`src/rtl/alu_pkg.sv`:
```
// Shared constants for the ALU issue/writeback controller: opcodes, instruction
// field positions, FSM encoding and small opcode-classification helpers.
package alu_pkg;

    localparam logic [2:0] OP_ADD = 3'b000;
    localparam logic [2:0] OP_OR  = 3'b001;
    localparam logic [2:0] OP_AND = 3'b010;
    localparam logic [2:0] OP_SUB = 3'b011;
    localparam logic [2:0] OP_SLT = 3'b100;
    localparam logic [2:0] OP_LDI = 3'b101;

    localparam int OP_MSB = 11;
    localparam int OP_LSB = 9;
    localparam int RD_MSB = 8;
    localparam int RD_LSB = 6;
    localparam int RS_MSB = 5;
    localparam int RS_LSB = 3;
    localparam int RT_MSB = 2;
    localparam int RT_LSB = 0;

    localparam logic [1:0] ST_IDLE = 2'd0;
    localparam logic [1:0] ST_READ = 2'd1;
    localparam logic [1:0] ST_EXEC = 2'd2;
    localparam logic [1:0] ST_WB   = 2'd3;

    function automatic logic op_is_illegal(input logic [2:0] op);
        return (op == 3'b110) || (op == 3'b111);
    endfunction

    // Only the arithmetic ops carry a meaningful overflow from the ALU.
    function automatic logic op_has_ovf(input logic [2:0] op);
        return (op == OP_ADD) || (op == OP_SUB) || (op == OP_SLT);
    endfunction

endpackage

```
`src/rtl/alu_issue_ctrl_regfile.sv`:
```
// 8-entry register file: two capture-on-enable read ports, one combinational
// debug port and one write port; entry 0 is hardwired to zero.
module regfile8x32
    import alu_pkg::*;
#(
    parameter int NREGS = 8,
    parameter int DW    = 32
) (
    input  logic                     clk,
    input  logic                     rst_n,
    input  logic                     re,
    input  logic [$clog2(NREGS)-1:0] ra,
    input  logic [$clog2(NREGS)-1:0] rb,
    output logic [DW-1:0]            qa,
    output logic [DW-1:0]            qb,
    input  logic                     we,
    input  logic [$clog2(NREGS)-1:0] wa,
    input  logic [DW-1:0]            wd,
    input  logic [$clog2(NREGS)-1:0] dbg_addr,
    output logic [DW-1:0]            dbg_data
);

    logic [DW-1:0] mem [NREGS];

    always_ff @(posedge clk or negedge rst_n) begin
        if (!rst_n) begin
            for (int i = 0; i < NREGS; i++) begin
                mem[i] <= '0;
            end
        end else if (we && (wa != '0)) begin
            mem[wa] <= wd;
        end
    end

    always_ff @(posedge clk or negedge rst_n) begin
        if (!rst_n) begin
            qa <= '0;
            qb <= '0;
        end else if (re) begin
            qa <= (ra == '0) ? '0 : mem[ra];
            qb <= (rb == '0) ? '0 : mem[rb];
        end
    end

    assign dbg_data = (dbg_addr == '0) ? '0 : mem[dbg_addr];

endmodule

```
`src/rtl/alu_issue_ctrl.sv`:
```
// Four-state issue/writeback controller wrapping an external combinational ALU:
// accept, read operands, execute, write back with status flags.
module alu_issue_ctrl
    import alu_pkg::*;
#(
    parameter int NREGS = 8,
    parameter int DW    = 32
) (
    input  logic          clk,
    input  logic          rst_n,
    input  logic          in_valid,
    output logic          in_ready,
    input  logic [11:0]   in_instr,
    input  logic [DW-1:0] in_imm,
    output logic [DW-1:0] alu_x,
    output logic [DW-1:0] alu_y,
    output logic [2:0]    alu_op,
    input  logic [DW-1:0] alu_result,
    input  logic          alu_ovf,
    output logic          done,
    output logic [DW-1:0] done_result,
    output logic          done_zero,
    output logic          done_ovf,
    output logic          done_err,
    output logic          ovf_sticky,
    input  logic [2:0]    dbg_addr,
    output logic [DW-1:0] dbg_data
);

    logic [1:0]    state;
    logic [2:0]    op_p0;
    logic [2:0]    rd_p0;
    logic [2:0]    rs_p0;
    logic [2:0]    rt_p0;
    logic [DW-1:0] imm_p0;
    logic [DW-1:0] res_p2;
    logic          ovf_p2;
    logic          err_p2;
    logic          accept;
    logic          rf_we;

    function automatic logic [DW-1:0] sel_result(input logic [2:0]    op,
                                                 input logic [DW-1:0] alu_r,
                                                 input logic [DW-1:0] imm);
        if (op_is_illegal(op)) begin
            return '0;
        end else if (op == OP_LDI) begin
            return imm;
        end
        return alu_r;
    endfunction

    function automatic logic is_zero(input logic [DW-1:0] v);
        return (v == '0);
    endfunction

    assign in_ready = (state == ST_IDLE);
    assign accept   = in_valid && in_ready;
    assign rf_we    = (state == ST_WB) && !err_p2;

    regfile8x32 #(
        .NREGS (NREGS),
        .DW    (DW)
    ) u_regs (
        .clk      (clk),
        .rst_n    (rst_n),
        .re       (state == ST_READ),
        .ra       (rs_p0),
        .rb       (rt_p0),
        .qa       (alu_x),
        .qb       (alu_y),
        .we       (rf_we),
        .wa       (rd_p0),
        .wd       (res_p2),
        .dbg_addr (dbg_addr),
        .dbg_data (dbg_data)
    );

    always_ff @(posedge clk or negedge rst_n) begin
        if (!rst_n) begin
            state <= ST_IDLE;
        end else begin
            case (state)
                ST_IDLE: if (accept) state <= ST_READ;
                ST_READ: state <= ST_EXEC;
                ST_EXEC: state <= ST_WB;
                default: state <= ST_IDLE;
            endcase
        end
    end

    // Stage p0: instruction fields latched at the handshake.
    always_ff @(posedge clk or negedge rst_n) begin
        if (!rst_n) begin
            op_p0  <= '0;
            rd_p0  <= '0;
            rs_p0  <= '0;
            rt_p0  <= '0;
            imm_p0 <= '0;
        end else if (accept) begin
            op_p0  <= in_instr[OP_MSB:OP_LSB];
            rd_p0  <= in_instr[RD_MSB:RD_LSB];
            rs_p0  <= in_instr[RS_MSB:RS_LSB];
            rt_p0  <= in_instr[RT_MSB:RT_LSB];
            imm_p0 <= in_imm;
        end
    end

    // Stage p1: opcode presented to the ALU alongside the captured operands.
    always_ff @(posedge clk or negedge rst_n) begin
        if (!rst_n) begin
            alu_op <= '0;
        end else if (state == ST_READ) begin
            alu_op <= op_p0;
        end
    end

    // Stage p2: ALU outcome sampled at the end of the settled EXEC cycle.
    always_ff @(posedge clk or negedge rst_n) begin
        if (!rst_n) begin
            res_p2 <= '0;
            ovf_p2 <= 1'b0;
            err_p2 <= 1'b0;
        end else if (state == ST_EXEC) begin
            res_p2 <= sel_result(op_p0, alu_result, imm_p0);
            ovf_p2 <= op_has_ovf(op_p0) && alu_ovf;
            err_p2 <= op_is_illegal(op_p0);
        end
    end

    // Stage p3: retire; status fields hold until the next retire.
    always_ff @(posedge clk or negedge rst_n) begin
        if (!rst_n) begin
            done        <= 1'b0;
            done_result <= '0;
            done_zero   <= 1'b0;
            done_ovf    <= 1'b0;
            done_err    <= 1'b0;
            ovf_sticky  <= 1'b0;
        end else begin
            done <= (state == ST_WB);
            if (state == ST_WB) begin
                done_result <= res_p2;
                done_zero   <= is_zero(res_p2);
                done_ovf    <= ovf_p2;
                done_err    <= err_p2;
                ovf_sticky  <= ovf_sticky || ovf_p2;
            end
        end
    end

endmodule

```
`config.mk`:
```
export PLATFORM = sky130hd
export DESIGN_NAME = alu_issue_ctrl
export DESIGN_NICKNAME = d
export VERILOG_FILES = /design/src/rtl/alu_pkg.sv /design/src/rtl/alu_issue_ctrl_regfile.sv /design/src/rtl/alu_issue_ctrl.sv
export SDC_FILE = /design/constraint.sdc
export NUM_CORES = 1
export LEC_CHECK = 0
export ABC_CLOCK_PERIOD_IN_PS = 3300
export BUFFER_PORTS_ARGS = -buffer_cell sky130_fd_sc_hd__clkbuf_2
export CAP_MARGIN = 20
export CORE_MARGIN = 3
export CORE_UTILIZATION = 60
export CTS_CLUSTER_DIAMETER = 150
export DETAILED_ROUTE_END_ITERATION = 12
export PLACE_DENSITY = 0.85
export SKIP_CTS_REPAIR_TIMING = 1
export SLEW_MARGIN = 20
export SYNTH_ARGS = -nofsm -noshare
export SYNTH_HDL_FRONTEND = slang
export SYNTH_SLANG_ARGS = --single-unit
```
`constraint.sdc`:
```
create_clock -name clk -period 3.3 [get_ports clk]
set_clock_uncertainty 0.15 [all_clocks]
set_input_delay 0.825 -clock clk [delete_from_list [all_inputs] [get_ports clk]]
set_output_delay 0.825 -clock clk [all_outputs]
set_load 0.05 [all_outputs]
```
After elaboration in Yosys (flattened, before gate mapping). Index checks and enable logic that the tools add are counted.

$lt $le $gt $ge: 5. Bitwise gates (word level): 4. Equality and inequality tests: 9. Reduce and logical (&&, ||, !) cells: 17. Muxes and demuxes: 23.

Operators by type and width (number): two-way mux 32 bit (13); binary-select mux 32 bit (select 3 bit) (3); bitwise mux 256 bit (1); demux 32 bit (select 3 bit) (1); zero test 32 bit (1); greater-or-equal comparator 4 bit, second input constant (4); inverter 3 -> 4 bit (4); equality test 3 bit, second input constant (4); zero test 3 bit (4); one-hot mux 2 bit (3 select lines) (1); logical AND 1 bit (5); equality test 2 bit, second input constant (2); logical OR 1 bit (4); < comparator 4 x 1 -> 1 bit, second input constant (1); equality test 3 x 2 -> 1 bit, second input constant (1); two-way mux 1 bit (3); nonzero test 3 bit (1); equality test 2 x 1 -> 1 bit, second input constant (1); zero test 2 bit (1); two-way mux 2 bit (1); inequality test 2 x 1 -> 1 bit, second input constant (1); zero test 1 bit (1).

Bits in registers: 440. Output and inout port bits: 137. Input port bits: 83.

Longest topological paths before layout.
Depth after elaboration: 6. Gate-level depth with buffers: 7.

Modules after synthesis. A second synthesis with hierarchy kept.

Cells, all modules: 1649. Area, all modules: 21011.4 µm².

Modules (own cells, without submodules): regfile8x32 (cells an instance 1251, times used 1, area an instance 15984.1 µm²); alu_issue_ctrl (cells an instance 398, times used 1, area an instance 5027.3 µm²).

Least setup slack after synthesis. OpenSTA, ideal clock, no wires.

Path kind: input to output. Start point: input port dbg_addr[0]. End point: output port dbg_data[0]. Buffers on the path: 2. Stages: 5. Arrival: 2661 ps. Slack: -336 ps. Cell sequence: buf_2 > nor2b_1 > buf_2 > a22oi_1 > o21ai_0.

Longest elaborated chain between the ends: 5.

Ends and longest elaborated chain: from (decl) (RTL line alu_issue_ctrl.sv:26) `input logic [2:0] dbg_addr,`; inverter 3 -> 4 bit (not written as such) (RTL line alu_issue_ctrl_regfile.sv:45) `assign dbg_data = (dbg_addr == '0) ? '0 : mem[dbg_addr];`; binary-select mux 32 bit (select 3 bit) (RTL line alu_issue_ctrl_regfile.sv:45); two-way mux 32 bit (not written as such) (2 in a row) (RTL line alu_issue_ctrl_regfile.sv:45); two-way mux 32 bit * (RTL line alu_issue_ctrl_regfile.sv:45); to (decl) (RTL line alu_issue_ctrl.sv:27) `output logic [DW-1:0] dbg_data`.

Every way passes the cells marked *; elsewhere a longest branch is shown, timed or not. The select of a mux whose other input is x is not followed.

Final worst setup path.
Start point: input port dbg_addr[0]. End point: output port dbg_data[14].

Same word-level chain as after synthesis.

==> impl_summary.txt <==
----------------------------------------------------
[Final layout]
  Fraction of layout instances using a drive strength above 1 ... 42.9%
  Area growth from synthesis to layout ... 16.7%
  Post-layout instance area ... 0.0245 sq mm
  Most common cell after layout, fill and taps aside ... sky130_fd_sc_hd__dfrtp_1
  Commonest cells after routing, fill and taps aside ... sky130_fd_sc_hd__dfrtp_1 (406), sky130_fd_sc_hd__mux2_2 (397), sky130_fd_sc_hd__clkbuf_2 (186), sky130_fd_sc_hd__mux2i_1 (129), sky130_fd_sc_hd__nor2_1 (91)
  Number of nets in the layout ... 1916
  # diodes ... 0
  Post-layout instance count excluding filler cells ... 2309
  Fillers ... 2201

[Die]
  Die Wd ... 193 um
  Standard cell core area ... 0.0340 sq mm
  Starting utilization of the core area ... 61.7%
  Number of cell rows ... 67
  Chip height ... 193 um
  Die Outline Area ... 0.0373 sq mm
  Boundary Pins ... 220

[Yosys]
  Syn Std Cell Area ... 0.0210 sq mm
  Netlist cell types ... 45
  Sequential element share of the synthesized area ... 48.6%
  Count of flip-flops with a built-in enable after synthesis ... 0
  Top flip-flop cell by instance count after synthesis ... sky130_fd_sc_hd__dfrtp_1
  Cell accounting for the most synthesized area ... sky130_fd_sc_hd__dfrtp_1
  Synthesized netlist cell count ... 1681
  Area contributors post-synth ... sky130_fd_sc_hd__dfrtp_1 (49%), sky130_fd_sc_hd__mux2_2 (21%), sky130_fd_sc_hd__mux2i_1 (6.2%), sky130_fd_sc_hd__mux4_2 (3.6%), sky130_fd_sc_hd__a22oi_1 (2.7%)
  Synth Net Count ... 1768
  Total of warnings raised by yosys ... 0
  Mean instance size in the synthesized netlist ... 12.5 sq um
  Synth top area share ... 48.6%
  Total of flip-flops plus latches after synthesis ... 408
  Proportion of register bits with asynchronous set or reset after synthesis ... 100%

[Placement]
  Cell Count Post-Placement ... 2232
  Gpl congestion ... 0.895
  Placed wire-length estimate after detailed placement ... 38200 um
  Worst slack at placement ... 0.106 ns
  Cell area after placement ... 0.0230 sq mm
  Number of port buffers ... 219

[Pwr]
  Internal power ... 16.6 mW
  Clk network pwr share ... 17.2%
  Peak supply drop ... 0.000855 V
  Net Switching ... 13.3 mW
  Leakage Power ... 10.8 nW
  Combinational fraction of design power ... 47.4%
  Power per Cell Area ... 1220 mW/mm^2
  Switching part of the total ... 44.5%
  Fraction of power consumed by sequential logic ... 35.4%

[Timing]
  Final critical path time including I/O delays and setup ... 3.28 ns
  Setup slack of the critical path after layout ... 0.0198 ns
  Rel. slew slack ... 47.0%
  Count of final hold-check violations ... 0
  Max Transition Viols Final ... 0
  Unrepaired setup endpoints after global routing ... no
  Highest clock frequency the design can meet ... 0.305 GHz
  Setup TNS ... 0 ns
  Fraction of the cycle the final worst path needs ... 99.4%
  Hold_ws ... 0.0431 ns
  Transition time of the tightest slew-check pin ... 0.795 ns
  Endpoints failing setup ... 0

[Job]
  Max-cap violation count ... 0

[Global route]
  Pin count of the biggest net entering global routing ... 91
  Total routing resource utilization after global routing ... 33.5%
  Number of antenna violations at the first check in global routing ... 0
  Total grt overflow ... 0
  Number of global-route vias before repair ... 16.7k
  Global-route wire length before repair ... 96000 um

[Worst setup path]
  Ordered list of cells on the worst path ... buf_4, nor2b_2, buf_12, a22oi_1, o21ai_1, buf_12
  Signal arrival time at the worst endpoint ... 2.31 ns
  Worst Path Buf+Inv ... 3
  Maximum net fanout on the critical path ... 16
  Critical Path Start Type ... input pin
  Critical-path cell with the highest stage delay ... sky130_fd_sc_hd__o21ai_1
  Dominant cell type by count on the critical path ... sky130_fd_sc_hd__buf_12
  Required time worst endpoint ... 2.32 ns
  Critical path capture point type ... output pin
  Start-to-end type of the worst setup path ... in -> out
  Critical path's top delay family ... buffers and inverters
  Critical path's largest stage delay ... 0.42 ns

[Clock tree]
  CTS H-Tree Depth ... 2
  Root buffer cell ... sky130_fd_sc_hd__clkbuf_16
  Max clock buf depth ... 3
  Number of buffers created by CTS ... 43
  Clock Latency Late Sink ... 0.54 ns
  CTS tree ... done
  Clk slew on worst S/H paths ... 0.06 ns
  CTS sink cnt ... 408

[Routing]
  Via Count ... 16.2k
  Detailed-route wire length ... 62700 um
  Number of DRC violations after detailed-routing iteration 0 ... 2019
  First-pass iteration count of the detailed router ... 6
  DRC violations left ... 0
  ANT nets after route ... 0
  Vias/cell ... 7.00
  Final routed wire length divided by cell count ... 27.1 um

[Min path]
  Class of the most critical hold timing path ... in -> async

[Run status]
  Outcome ... complete, no violations

----------------------------------------------------
-- cell families after synthesis --
family / share of synthesized area, %
buf+inv: 3.99
simple gates: 4.60
compound gates: 10.8
mux: 31.7
fa+ha+maj: 0.238
flops: 48.6
-- cell usage after synthesis (all sizes together) (3+ instances only) --
master and count:
inv 7, o22ai 12, mux2 407, o21ai 38, ha 4, nor4 6, mux2i 129, mux4 34
dfrtp 408, nand2 41, nor2b 5, buf 103, o22a 45, nand2b 3, a22oi 76, clkbuf 71
nor3b 33, nand4 3, a21oi 78, nor2 92, a221oi 22, o221ai 45, nand3 5
-- per-layer routing --
| layer | routed length (um) | vias up | share of wire, % | global-route usage, % |
|---|---|---|---|---|
| met2 | 29100 | 1115 | 46 | 52.6 |
| li1 | - | 6625 | - | - |
| met4 | 2760 | 0 | 4.4 | 14.9 |
| met3 | 7230 | 270 | 12 | 9.82 |
| met5 | 0 | - | 0 | 0 |
| met1 | 23600 | 8148 | 38 | 43.6 |
-- area by class of cell --
class,count,area (sq um),share of cell area [%]
clock buffer,62,1280,5.23
clock inverter,15,236,0.965
inverter,7,26.3,0.107
multi-input combinational,1092,9990,40.8
sequential,408,10200,41.7
tap,448,561,2.29
timing repair buffer,277,2180,8.92
-- worst paths after layout --
check | startpoint | to | slack, ns | depth (start not counted)
worst max-delay path | dbg_addr[0] | dbg_data[14] | 0.02 | 6
worst min-delay path | rst_n | imm_p0[6]$_DFFE_PN0P_ | 0.04 | 1
worst max register to register | rt_p0[0]$_DFFE_PN0P_ | u_regs.qb[14]$_DFFE_PN0N_ | 0.75 | 5
worst min register to register | ovf_sticky$_DFFE_PN0P_ | ovf_sticky$_DFFE_PN0P_ | 0.31 | 1
max in group asynchronous | rst_n | rs_p0[0]$_DFFE_PN0P_ | 2.08 | 2
min in group clk | ovf_sticky$_DFFE_PN0P_ | ovf_sticky$_DFFE_PN0P_ | 0.31 | 1
-- worst reg2reg max path, stage by stage, from the launching register on --
cell	delay, ns
sky130_fd_sc_hd__dfrtp_4	0.82
sky130_fd_sc_hd__nor2b_1	0.25
sky130_fd_sc_hd__nor2b_1	0.56
sky130_fd_sc_hd__buf_4	0.31
sky130_fd_sc_hd__a221oi_1	0.17
sky130_fd_sc_hd__a21oi_1	0.21
-- power by group through the flow --
stage | sequential (mW) | combinational [mW] | clock, mW
finish | 10.6 | 14.2 | 5.16
global route | 10.8 | 14.9 | 5.40
CTS | 10.4 | 14.1 | 5.19
detailed placement | 10.4 | 13.9 | 0
global placement | 10.2 | 13.5 | 0
floorplan | 11.0 | 8.76 | 0
-- per-stage QoR --
stage	power (mW)	util [%]
final	30.0	72.0
after global routing	31.2	72.0
after CTS	29.7	72.0
after detailed placement	24.3	67.5
after global placement	23.7	67.5
after floorplan	19.8	-
-- sequential cells by signal (all words and copies together), names as in the netlist --
name,count
rt_p0,3
rs_p0,3
imm_p0,32
res_p2,32
state,2
u_regs.qa,32
rd_p0,3
done_ovf,1
u_regs.qb,32
done_result,32
err_p2,1
op_p0,3
done,1
ovf_p2,1
alu_op,3
done_zero,1
u_regs.mem,224
done_err,1
ovf_sticky,1
(Power assumes the default switching activity.)
